## src/rtl/nco_capture_pkg.sv

```systemverilog
// Shared types, widths and the memory word packing for the NCO capture controller.
package nco_capture_pkg;

   typedef enum logic [1:0] {
      IDLE      = 2'd0,
      WAIT_LOCK = 2'd1,
      CAPTURE   = 2'd2,
      DONE      = 2'd3
   } state_t;

   localparam int ADDR_W_DEF = 14;
   localparam int SMP_W_DEF  = 36;
   localparam int MEM_W_DEF  = 64;
   localparam int DEC_W_DEF  = 8;
   localparam int SEQ_W      = 16;
   localparam int PAD_W      = MEM_W_DEF - SEQ_W - SMP_W_DEF;

   // Memory word layout: sequence stamp on top, zero pad, raw sample at the bottom.
   function automatic logic [MEM_W_DEF-1:0] pack_wdata(input logic [SEQ_W-1:0] seq,
                                                       input logic [SMP_W_DEF-1:0] smp);
      return {seq, {PAD_W{1'b0}}, smp};
   endfunction

endpackage

```

## src/rtl/nco_decimator.sv

```systemverilog
// Decimation counter: accepts one valid sample, then skips the next i_decim valid samples.
module nco_decimator #(
   parameter int DEC_W = 8
) (
   input  logic             i_clk,
   input  logic             i_rst_n,
   input  logic             i_valid,
   input  logic [DEC_W-1:0] i_decim,
   input  logic             i_clear,
   input  logic             i_enable,
   output logic             o_accept
);

   localparam logic [DEC_W-1:0] ONE = 1;

   logic [DEC_W-1:0] r_cnt;

   // Count every valid sample seen while enabled, wrapping after i_decim.
   always_ff @(posedge i_clk) begin
      if (!i_rst_n) begin
         r_cnt <= '0;
      end else if (i_clear) begin
         r_cnt <= '0;
      end else if (i_enable && i_valid) begin
         r_cnt <= (r_cnt == i_decim) ? '0 : r_cnt + ONE;
      end
   end

   assign o_accept = i_enable && i_valid && (r_cnt == '0);

endmodule

```

## src/rtl/nco_capture_ctrl.sv

```systemverilog
// Captures decimated, sequence-stamped NCO samples into the on-chip memory's second port.
import nco_capture_pkg::*;

module nco_capture_ctrl #(
   parameter int ADDR_W = ADDR_W_DEF,
   parameter int SMP_W  = SMP_W_DEF,
   parameter int MEM_W  = MEM_W_DEF,
   parameter int DEC_W  = DEC_W_DEF
) (
   input  logic              clk_clk,
   input  logic              reset_reset_n,
   input  logic              start,
   input  logic              stop,
   input  logic              ring_mode,
   input  logic [ADDR_W-1:0] capture_len,
   input  logic [DEC_W-1:0]  decim,
   input  logic              pll_locked,
   input  logic [SMP_W-1:0]  nco_out_data,
   input  logic              nco_out_valid,
   output logic [ADDR_W-1:0] mem_address,
   output logic              mem_chipselect,
   output logic              mem_clken,
   output logic              mem_write,
   output logic [MEM_W-1:0]  mem_writedata,
   output logic [7:0]        mem_byteenable,
   output logic              busy,
   output logic              done,
   output logic              lock_err,
   output logic              wrapped,
   output logic [ADDR_W:0]   words_written
);

   localparam logic [ADDR_W:0]   DEPTH   = {1'b1, {ADDR_W{1'b0}}};
   localparam logic [ADDR_W:0]   ONE_W   = 1;
   localparam logic [ADDR_W-1:0] ONE_A   = 1;
   localparam logic [ADDR_W-1:0] PTR_MAX = '1;
   localparam logic [SEQ_W-1:0]  ONE_S   = 1;

   state_t            r_state;
   state_t            w_next;
   logic              r_ring;
   logic [ADDR_W:0]   r_len;
   logic [DEC_W-1:0]  r_decim;
   logic [ADDR_W-1:0] r_ptr;
   logic [SEQ_W-1:0]  r_seq;
   logic [ADDR_W:0]   r_words;
   logic              r_lock_err;
   logic              r_wrapped;
   logic              r_write;
   logic              r_clken;
   logic [ADDR_W-1:0] r_addr;
   logic [MEM_W-1:0]  r_wdata;
   logic              w_start_ok;
   logic              w_cap_en;
   logic              w_accept;
   logic              w_last;

   assign w_start_ok = ((r_state == IDLE) || (r_state == DONE)) && start && !stop;
   assign w_cap_en   = (r_state == CAPTURE) && !stop && pll_locked;
   assign w_last     = !r_ring && (r_words == (r_len - ONE_W));

   nco_decimator #(.DEC_W(DEC_W)) u_decim (
      .i_clk    (clk_clk),
      .i_rst_n  (reset_reset_n),
      .i_valid  (nco_out_valid),
      .i_decim  (r_decim),
      .i_clear  (w_start_ok),
      .i_enable (w_cap_en),
      .o_accept (w_accept)
   );

   // State register.
   always_ff @(posedge clk_clk) begin
      if (!reset_reset_n) begin
         r_state <= IDLE;
      end else begin
         r_state <= w_next;
      end
   end

   // Next state; the last single-shot accept moves to DONE on the edge that registers its write.
   always_comb begin
      w_next = r_state;
      case (r_state)
         IDLE, DONE: begin
            if (w_start_ok) w_next = WAIT_LOCK;
         end
         WAIT_LOCK: begin
            if (stop)            w_next = DONE;
            else if (pll_locked) w_next = CAPTURE;
         end
         CAPTURE: begin
            if (stop || !pll_locked)    w_next = DONE;
            else if (w_accept && w_last) w_next = DONE;
         end
         default: w_next = IDLE;
      endcase
   end

   // Capture configuration, pointers, status flags and the registered memory write port.
   always_ff @(posedge clk_clk) begin
      if (!reset_reset_n) begin
         r_ring     <= 1'b0;
         r_len      <= '0;
         r_decim    <= '0;
         r_ptr      <= '0;
         r_seq      <= '0;
         r_words    <= '0;
         r_lock_err <= 1'b0;
         r_wrapped  <= 1'b0;
         r_write    <= 1'b0;
         r_clken    <= 1'b0;
         r_addr     <= '0;
         r_wdata    <= '0;
      end else begin
         r_clken <= 1'b1;
         r_write <= w_accept;
         if (w_start_ok) begin
            r_ring     <= ring_mode;
            r_len      <= (capture_len == '0) ? DEPTH : {1'b0, capture_len};
            r_decim    <= decim;
            r_ptr      <= '0;
            r_seq      <= '0;
            r_words    <= '0;
            r_lock_err <= 1'b0;
            r_wrapped  <= 1'b0;
         end
         if ((r_state == CAPTURE) && !pll_locked) begin
            r_lock_err <= 1'b1;
         end
         if (w_accept) begin
            r_addr  <= r_ptr;
            r_wdata <= pack_wdata(r_seq, nco_out_data);
            r_ptr   <= r_ptr + ONE_A;
            r_seq   <= r_seq + ONE_S;
            if (r_words != DEPTH) r_words <= r_words + ONE_W;
            if (r_ring && (r_ptr == PTR_MAX)) r_wrapped <= 1'b1;
         end
      end
   end

   assign mem_address    = r_addr;
   assign mem_write      = r_write;
   assign mem_chipselect = r_write;
   assign mem_byteenable = r_write ? 8'hFF : 8'h00;
   assign mem_writedata  = r_wdata;
   assign mem_clken      = r_clken;
   assign busy           = (r_state == WAIT_LOCK) || (r_state == CAPTURE);
   assign done           = (r_state == DONE);
   assign lock_err       = r_lock_err;
   assign wrapped        = r_wrapped;
   assign words_written  = r_words;

endmodule

```

## config.mk

```make
export PLATFORM = sky130hd
export DESIGN_NAME = nco_capture_ctrl
export DESIGN_NICKNAME = d
export VERILOG_FILES = /design/src/rtl/nco_capture_pkg.sv /design/src/rtl/nco_decimator.sv /design/src/rtl/nco_capture_ctrl.sv
export SDC_FILE = /design/constraint.sdc
export NUM_CORES = 1
export LEC_CHECK = 0
export CAP_MARGIN = 30
export CORE_MARGIN = 4
export CORE_UTILIZATION = 49
export CTS_BUF_LIST = sky130_fd_sc_hd__clkbuf_8 sky130_fd_sc_hd__clkbuf_16
export DETAILED_ROUTE_END_ITERATION = 16
export PLACE_DENSITY = 0.77
export SLEW_MARGIN = 20
export SYNTH_ARGS = -nofsm -noshare
export SYNTH_HDL_FRONTEND = slang
export SYNTH_SLANG_ARGS = --single-unit
```

## constraint.sdc

```tcl
create_clock -name clk_clk -period 4 [get_ports clk_clk]
set_input_delay 0.8 -clock clk_clk [delete_from_list [all_inputs] [get_ports clk_clk]]
set_output_delay 0.8 -clock clk_clk [all_outputs]
set_load 0.005 [all_outputs]
```

==> impl_results.md, run 1 <==
- Clock Sinks: ~150
- Mapped Area: about 6800 µm²
- Number of global-route vias before repair: about 6000
- Wire per inst: approximately 15 µm
- Setup WS pre-CTS: roughly 0.6 ns
- Sequential fraction of the synthesis area: 0.438
- GRT Overall Usage: 0.222
- Async S/R FF share, synth: 0
- EDFF count, synth: 0
- Max Buffers Root-to-Sink: 2
- Area grow syn2layout: 31.3%
- DRT Pass-1 Iters: 5
- Layout Nets: approximately 1100
- Most frequent cells in the layout: nand2_1, clkdlybuf4s50_1, dfxtp_1
- Final Cycle Share: 0.750
- Post-route ant nets: 0
- Status: completed
- Diode count: 0
- Setup ws final: roughly 1.0 ns
- Syn_area_per_cell: 7.75 µm²
- Critical-path cell list: inv_1, ha_1, or3b_2, a2111o_1, a2111oi_2, nor3_1, or4_4, nand4_1, o211ai_1
- Yosys synthesis warning count: 0
- Cells after Synth: between 800 and 900
- Max Slew Vio Count: 0
- DRT iter0 DRCs: around 610
- Arrival time worst endpoint: roughly 3.3 ns
- Antenna violations before repair: 0
- Die span in y: approximately 130 µm
- Wirelength, routed: around 18 mm
- CTS tree: built
- Startpoint types: flip-flop
- Main synth FF type: dfxtp_1
- CP Max Fanout: 8
- Latest clock arrival within the worst-skew pair: 0.42 ns
- Skew final: 0.00607 ns
- Peak supply drop: between 0.3 and 0.4 mV
- Worst-path clk slew: approximately 0.060 ns
- Finished Core Util: 0.667
- GR Layer Usage met3: 0.0999
- Top Usage Layer GRT: met2
- Fin Hold WS: about 0.45 ns
- Pleak: between 3 and 4 nW
- Synthesized flop and latch total: 149
- Grt met2 use: 0.357
- Core Region: around 13000 µm²
- Port Buf Inserts: 160
- Postcts setup bufs: 0
- # resized after CTS: 0
- Vias: 6440
- Dpl hpwl: between 10 and 15 mm
- Largest net degree at the start of global routing: 67
- DP Area: about 8400 µm²
- Crit path capture type: flip-flop
- Final setup fails: 0
- CP Class: flip-flop to flip-flop
- Via density: about 5.4
- Delay of the slowest critical-path stage: about 0.56 ns
- Ports: 173
- Max-Cap Viols: 0
- Final min period: ~3.0 ns
- Worst slew margin: 0.510
- Worst Tran Pin Value: just over 0.7 ns
- Initial Utilization: 0.508
- Final hold vios: 0
- Root Driver: clkbuf_16
- CTS buffer count: 17
- Buffer and inverter count on the worst path: 1
- Die width: 126 µm
- # DRC: 0
- Max stage delay cell, worst path: or3b_2
- Design Area, Final: approximately 9000 µm²
- # H-tree levels: 4
- Highest clock rate: about 0.33 GHz
- Most common cell after layout, fill and taps aside: nand2_1
- GP Congestion: around 0.88
- Total global routing overflow: 0
- # hold bufs at CTS: 0
- First-pass GRT wire length: 29.3 mm
- Fraction of layout cells with a size suffix above 1: 0.0516
- GR Util met1: 0.273
- RSZ-0062 raised after global routing: false
- Worst EP required: between 4 and 5 ns
- Number of core rows: 42
- Die area: 15800 µm²
- Sum Neg Setup Slack: 0 ns
- Min-delay worst type: flip-flop to flip-flop
- Unique masters post-synth: 59
- Largest delay share family, worst path: simple AND/OR/NAND/NOR gates
- Power density over the cells: around 430 nW/µm²
==> state kept, by name (all words and copies together), names as in the netlist, 2 cells and up <==
register and count:
r_seq 16, r_ptr 14, mem_address 14, r_state 2
words_written 15, r_len 15, mem_writedata 52, r_decim 8
u_decim.r_cnt 8
==> worst min-delay path: cells and delay by family (launching register included) <==
family           cells  cell delay, ns
flip-flops           1            0.31
AND/OR/NAND/NOR      1            0.05
AO/OA/AOI/OAI        1            0.05
==> through the flow <==
step	power [mW]	cells
floorplan	2.07	889
detailed placement	2.31	1151
global placement	2.30	1151
global route	4.00	1184
finish	3.82	1184
CTS	3.84	1183
==> metal layers <==
layer  vias to the layer above  part of all wire
li1                       3224                 -
met1                      2988              0.43
met2                       214              0.46
met3                        14             0.096
met4                         0            0.0098
met5                         -                 0
==> power breakdown <==
part           leakage (nW)  switching, mW  total [mW]  internal (mW)
combinational          1.67          0.385       0.685          0.300
sequential             1.20         0.0619        1.61           1.54
clock                 0.284          0.627        1.53          0.903
==> cell usage after synthesis, types with 2 or more instances <==
cell,n,share of area
nand4_1,9,0.0083
o211ai_1,5,0.0055
nor3_1,7,0.0051
clkbuf_1,59,0.033
o31ai_1,4,0.0044
nor4b_1,3,0.0039
a211oi_1,2,0.0022
nor3b_1,2,0.0022
nor4_1,12,0.011
nand4b_1,3,0.0039
dfxtp_1,149,0.44
a41oi_1,3,0.0039
ha_1,10,0.018
o21ai_0,31,0.023
a31oi_1,11,0.010
and2_1,5,0.0046
inv_1,14,0.0077
or4_1,2,0.0022
a311oi_1,10,0.013
or2_2,2,0.0018
a21oi_1,118,0.087
nand2b_1,6,0.0055
xor2_1,16,0.021
o311a_1,2,0.0029
and3_1,19,0.017
a22o_1,8,0.010
buf_4,21,0.023
nand2_1,206,0.11
nor2b_1,2,0.0018
nand3_1,18,0.013
xnor2_1,17,0.022
nand3b_1,9,0.0099
a31o_2,2,0.0026
mux2i_1,2,0.0029
nor2_1,65,0.036
==> final timing paths <==
kind | from | end | slack (ns) | cells past startpoint
worst max-delay path | r_len[0]$_SDFFE_PN0P_ | r_state[1]$_SDFFE_PN0P_ | 1.00 | 9
worst min-delay path | mem_writedata[13]$_SDFFE_PN0P_ | mem_writedata[13]$_SDFFE_PN0P_ | 0.45 | 2
worst max register to register | r_len[0]$_SDFFE_PN0P_ | r_state[1]$_SDFFE_PN0P_ | 1.00 | 9
worst min register to register | mem_writedata[13]$_SDFFE_PN0P_ | mem_writedata[13]$_SDFFE_PN0P_ | 0.45 | 2
==> final cells by class <==
| class | instances | area (µm²) |
|---|---|---|
| clock buffer | 20 | 467 |
| clock inverter | 12 | 104 |
| timing repair buffer | 170 | 1680 |
| sequential | 149 | 2980 |
| fill | 1154 | 4470 |
| inverter | 15 | 57.6 |
| tap | 176 | 220 |
| multi-input combinational | 642 | 3420 |
==> cells by family (layout without fill, tap and decap cells) <==
group	after synthesis	in the layout	synth area share
AND/OR/NAND/NOR	376	376	0.249
AO/OA/AOI/OAI	209	209	0.182
flip-flops	149	149	0.438
buffers and inverters	98	217	0.0669
XOR/XNOR	33	33	0.0425
adder cells (fa/ha/maj)	10	10	0.0184
multiplexers	2	2	0.00294
other	1	12	0.000551
(Power assumes the default switching activity.)
==> inputs of run 2 (changes only) <==
CORE_UTILIZATION = 45   (was 49)
PLACE_DENSITY = 0.74   (was 0.77)
clock period = 2.5 ns   (was 4 ns; I/O delays follow)
==> run 2 against run 1 <==
Setup slack got worse by 0.93 ns; clock power grew 65%; power rose by 66%; cell area increased by 4.5%; global-route usage decreased by 1.5 points; clock skew increased by 0.0057 ns; flip-flop and latch count unchanged; critical path depth is 1 lower; sequential share of layout area shrank 1.4 points; combinational power increased by 88%; via count grew 2.0%.
==> impl_results.md, run 2 (synthesis gave the netlist of run 1 again) <==
- Wire per inst: 14.6 µm (-2.4%)
- Max-Cap Viols: 0 (unchanged)
- Area grow syn2layout: 37.2%
- Final min period: 2.42 ns (-0.575 ns)
- Most common cell after layout, fill and taps aside: nand2_1
- Max Buffers Root-to-Sink: 2 (unchanged)
- FF-to-FF setup slack: 0.08 ns (-0.93 ns)
- CTS tree: built
- Worst slew margin: 0.602 (+0.0919)
- Finished Layout Cells: 1227 (+3.6%)
- Dpl hpwl: 12.4 mm (+3.1%)
- Top Usage Layer GRT: met2
- Clock Sinks: 149 (unchanged)
- FF-to-FF End: r_state[1]$_SDFFE_PN0P_
- Die area: 17200 µm² (+8.3%)
- Total global routing overflow: 0 (unchanged)
- DP Cell Count: 1194 (+3.7%)
- DRT iter0 DRCs: 526 (-13%)
- Ports: 173 (unchanged)
- WHS Path Cells: 2 (unchanged)
- GR Util met1: 0.254 (-0.0189)
- Number of global-route vias before repair: 5983 (-0.050%)
- # DRC: 0 (unchanged)
- Core Region: 14700 µm² (+9.7%)
- Finished Core Util: 0.635 (-0.0317)
- Worst-path clk slew: 0.06 ns (about the same)
- GRT Overall Usage: 0.208 (-0.0145)
- Power density over the cells: 681 nW/µm² (+59%)
- GR Layer Usage met3: 0.0870 (-0.0129)
- Most frequent cells in the layout: nand2_1, clkdlybuf4s50_1, dfxtp_1
- Via density: 5.35 (-1.6%)
- Root Driver: clkbuf_16
- Postcts setup bufs: 0 (unchanged)
- Arrival time worst endpoint: 2.72 ns (-0.59 ns)
- Reg2Reg Depth: 8 (-1)
- CP Class: flip-flop to flip-flop
- Latest clock arrival within the worst-skew pair: 0.42 ns (about the same)
- Final Cycle Share: 0.969 (+0.220)
- Power, Total: 6.35 mW (+66%)
- Grt met2 use: 0.341 (-0.0154)
- Status: completed
- Startpoint types: flip-flop
- Pleak: 3.36 nW (+6.7%)
- Worst Tran Pin Value: 0.595 ns (-0.130 ns)
- Skew final: 0.0118 ns (+0.00569 ns)
- R2R Path Start: r_len[1]$_SDFFE_PN0P_
- Setup ws final: 0.0766 ns (-0.925 ns)
- Fin Hold WS: 0.451 ns (-0.00131 ns)
- Final hold vios: 0 (unchanged)
- Largest register FFs: 52 (unchanged)
- Number of core rows: 44 (+4.8%)
- CP Launch Point: r_len[1]$_SDFFE_PN0P_
- Antenna violations before repair: 0 (unchanged)
- Largest net degree at the start of global routing: 124 (+85%)
- Initial Utilization: 0.463 (-0.0449)
- CTS buffer count: 17 (unchanged)
- Diode count: 0 (unchanged)
- DP Area: 8720 µm² (+4.4%)
- Critical path capture point: r_state[1]$_SDFFE_PN0P_
- Port Buf Inserts: 160 (unchanged)
- Design Area, Final: 9330 µm² (+4.5%)
- Setup WS pre-CTS: -0.390 ns (-1.01 ns)
- GP Congestion: 0.885 (+0.91%)
- Die span in y: 131 µm (+4.1%)
- First-pass GRT wire length: 28.7 mm (-2.1%)
- Highest clock rate: 0.413 GHz (+24%)
- Worst EP required: 2.79 ns (-1.52 ns)
- Max Slew Vio Count: 0 (unchanged)
- Post-route ant nets: 0 (unchanged)
- Sum Neg Setup Slack: 0 ns (unchanged)
- Fraction of layout cells with a size suffix above 1: 0.0901 (+0.0385)
- Min-delay worst type: flip-flop to flip-flop
- Layout Nets: 1105 (+3.3%)
- # H-tree levels: 4 (unchanged)
- Vias: 6569 (+2.0%)
- Die width: 131 µm (+4.1%)
- CP Max Fanout: 5 (-3)
- Final setup fails: 0 (unchanged)
- Peak supply drop: 0.459 mV (+51%)
- Wirelength, routed: 18.0 mm (+1.2%)
- DRT Pass-1 Iters: 5 (unchanged)
- Crit path capture type: flip-flop
## run 2: cell types whose count changed in the layout (fill, tap and decap cells not counted), sizes merged
cell and delta:
bufinv +1, clkinvlp +1, clkinv -2, inv +1
buf +35, clkbuf -1
## run 2: power by group
part,switching [mW],total (mW),internal (mW),leakage [nW]
registers,0.0737,2.54,2.47,1.20
clock network,1.01,2.52,1.52,0.288
logic,0.684,1.29,0.605,1.87
## run 2: layout make-up
type                            count  area [µm²]
Fill cell                        1286        5370
Multi-Input combinational cell    642        3460
Sequential cell                   149        2980
Timing Repair Buffer              205        2010
Clock buffer                       19         453
Tap cell                          184         230
Clock inverter                     13         131
Inverter                           15        57.6
## run 2: worst min-delay path by stage
stage                                                 to                           from  slack (ns)
after floorplan           mem_writedata[63]$_SDFFE_PN0P_         r_seq[15]$_SDFFE_PN0P_        0.45
after global placement     mem_writedata[1]$_SDFFE_PN0P_  mem_writedata[1]$_SDFFE_PN0P_        0.44
after detailed placement   mem_writedata[0]$_SDFFE_PN0P_  mem_writedata[0]$_SDFFE_PN0P_        0.45
after CTS                    mem_address[4]$_SDFFE_PN0P_    mem_address[4]$_SDFFE_PN0P_        0.45
after global routing         mem_address[4]$_SDFFE_PN0P_    mem_address[4]$_SDFFE_PN0P_        0.46
final                      mem_writedata[4]$_SDFFE_PN0P_  mem_writedata[4]$_SDFFE_PN0P_        0.45
## run 2: what timing repair did
| item | 4_1_cts | 5_1_grt |
|---|---|---|
| hold buffers | 0 | 0 |
| resized for setup | 0 | 6 |
| endpoints found under the setup margin | 0 | 2 |
## run 2: worst max-delay path, stage by stage, from the launching register on
cell and delay [ns]:
dfxtp_2 0.33, or4_4 0.54, buf_4 0.18, o41ai_2 0.20
nand4_1 0.11, nand4b_1 0.19, or4_4 0.58, nand4_1 0.09
o211ai_1 0.08
## run 2: routing by layer
metal | routed length, µm | up-vias | share of wire
li1 | - | 3295 | -
met2 | 8530 | 218 | 0.47
met3 | 1580 | 14 | 0.088
met1 | 7680 | 3042 | 0.43
met5 | 0 | - | 0
met4 | 168 | 0 | 0.0094
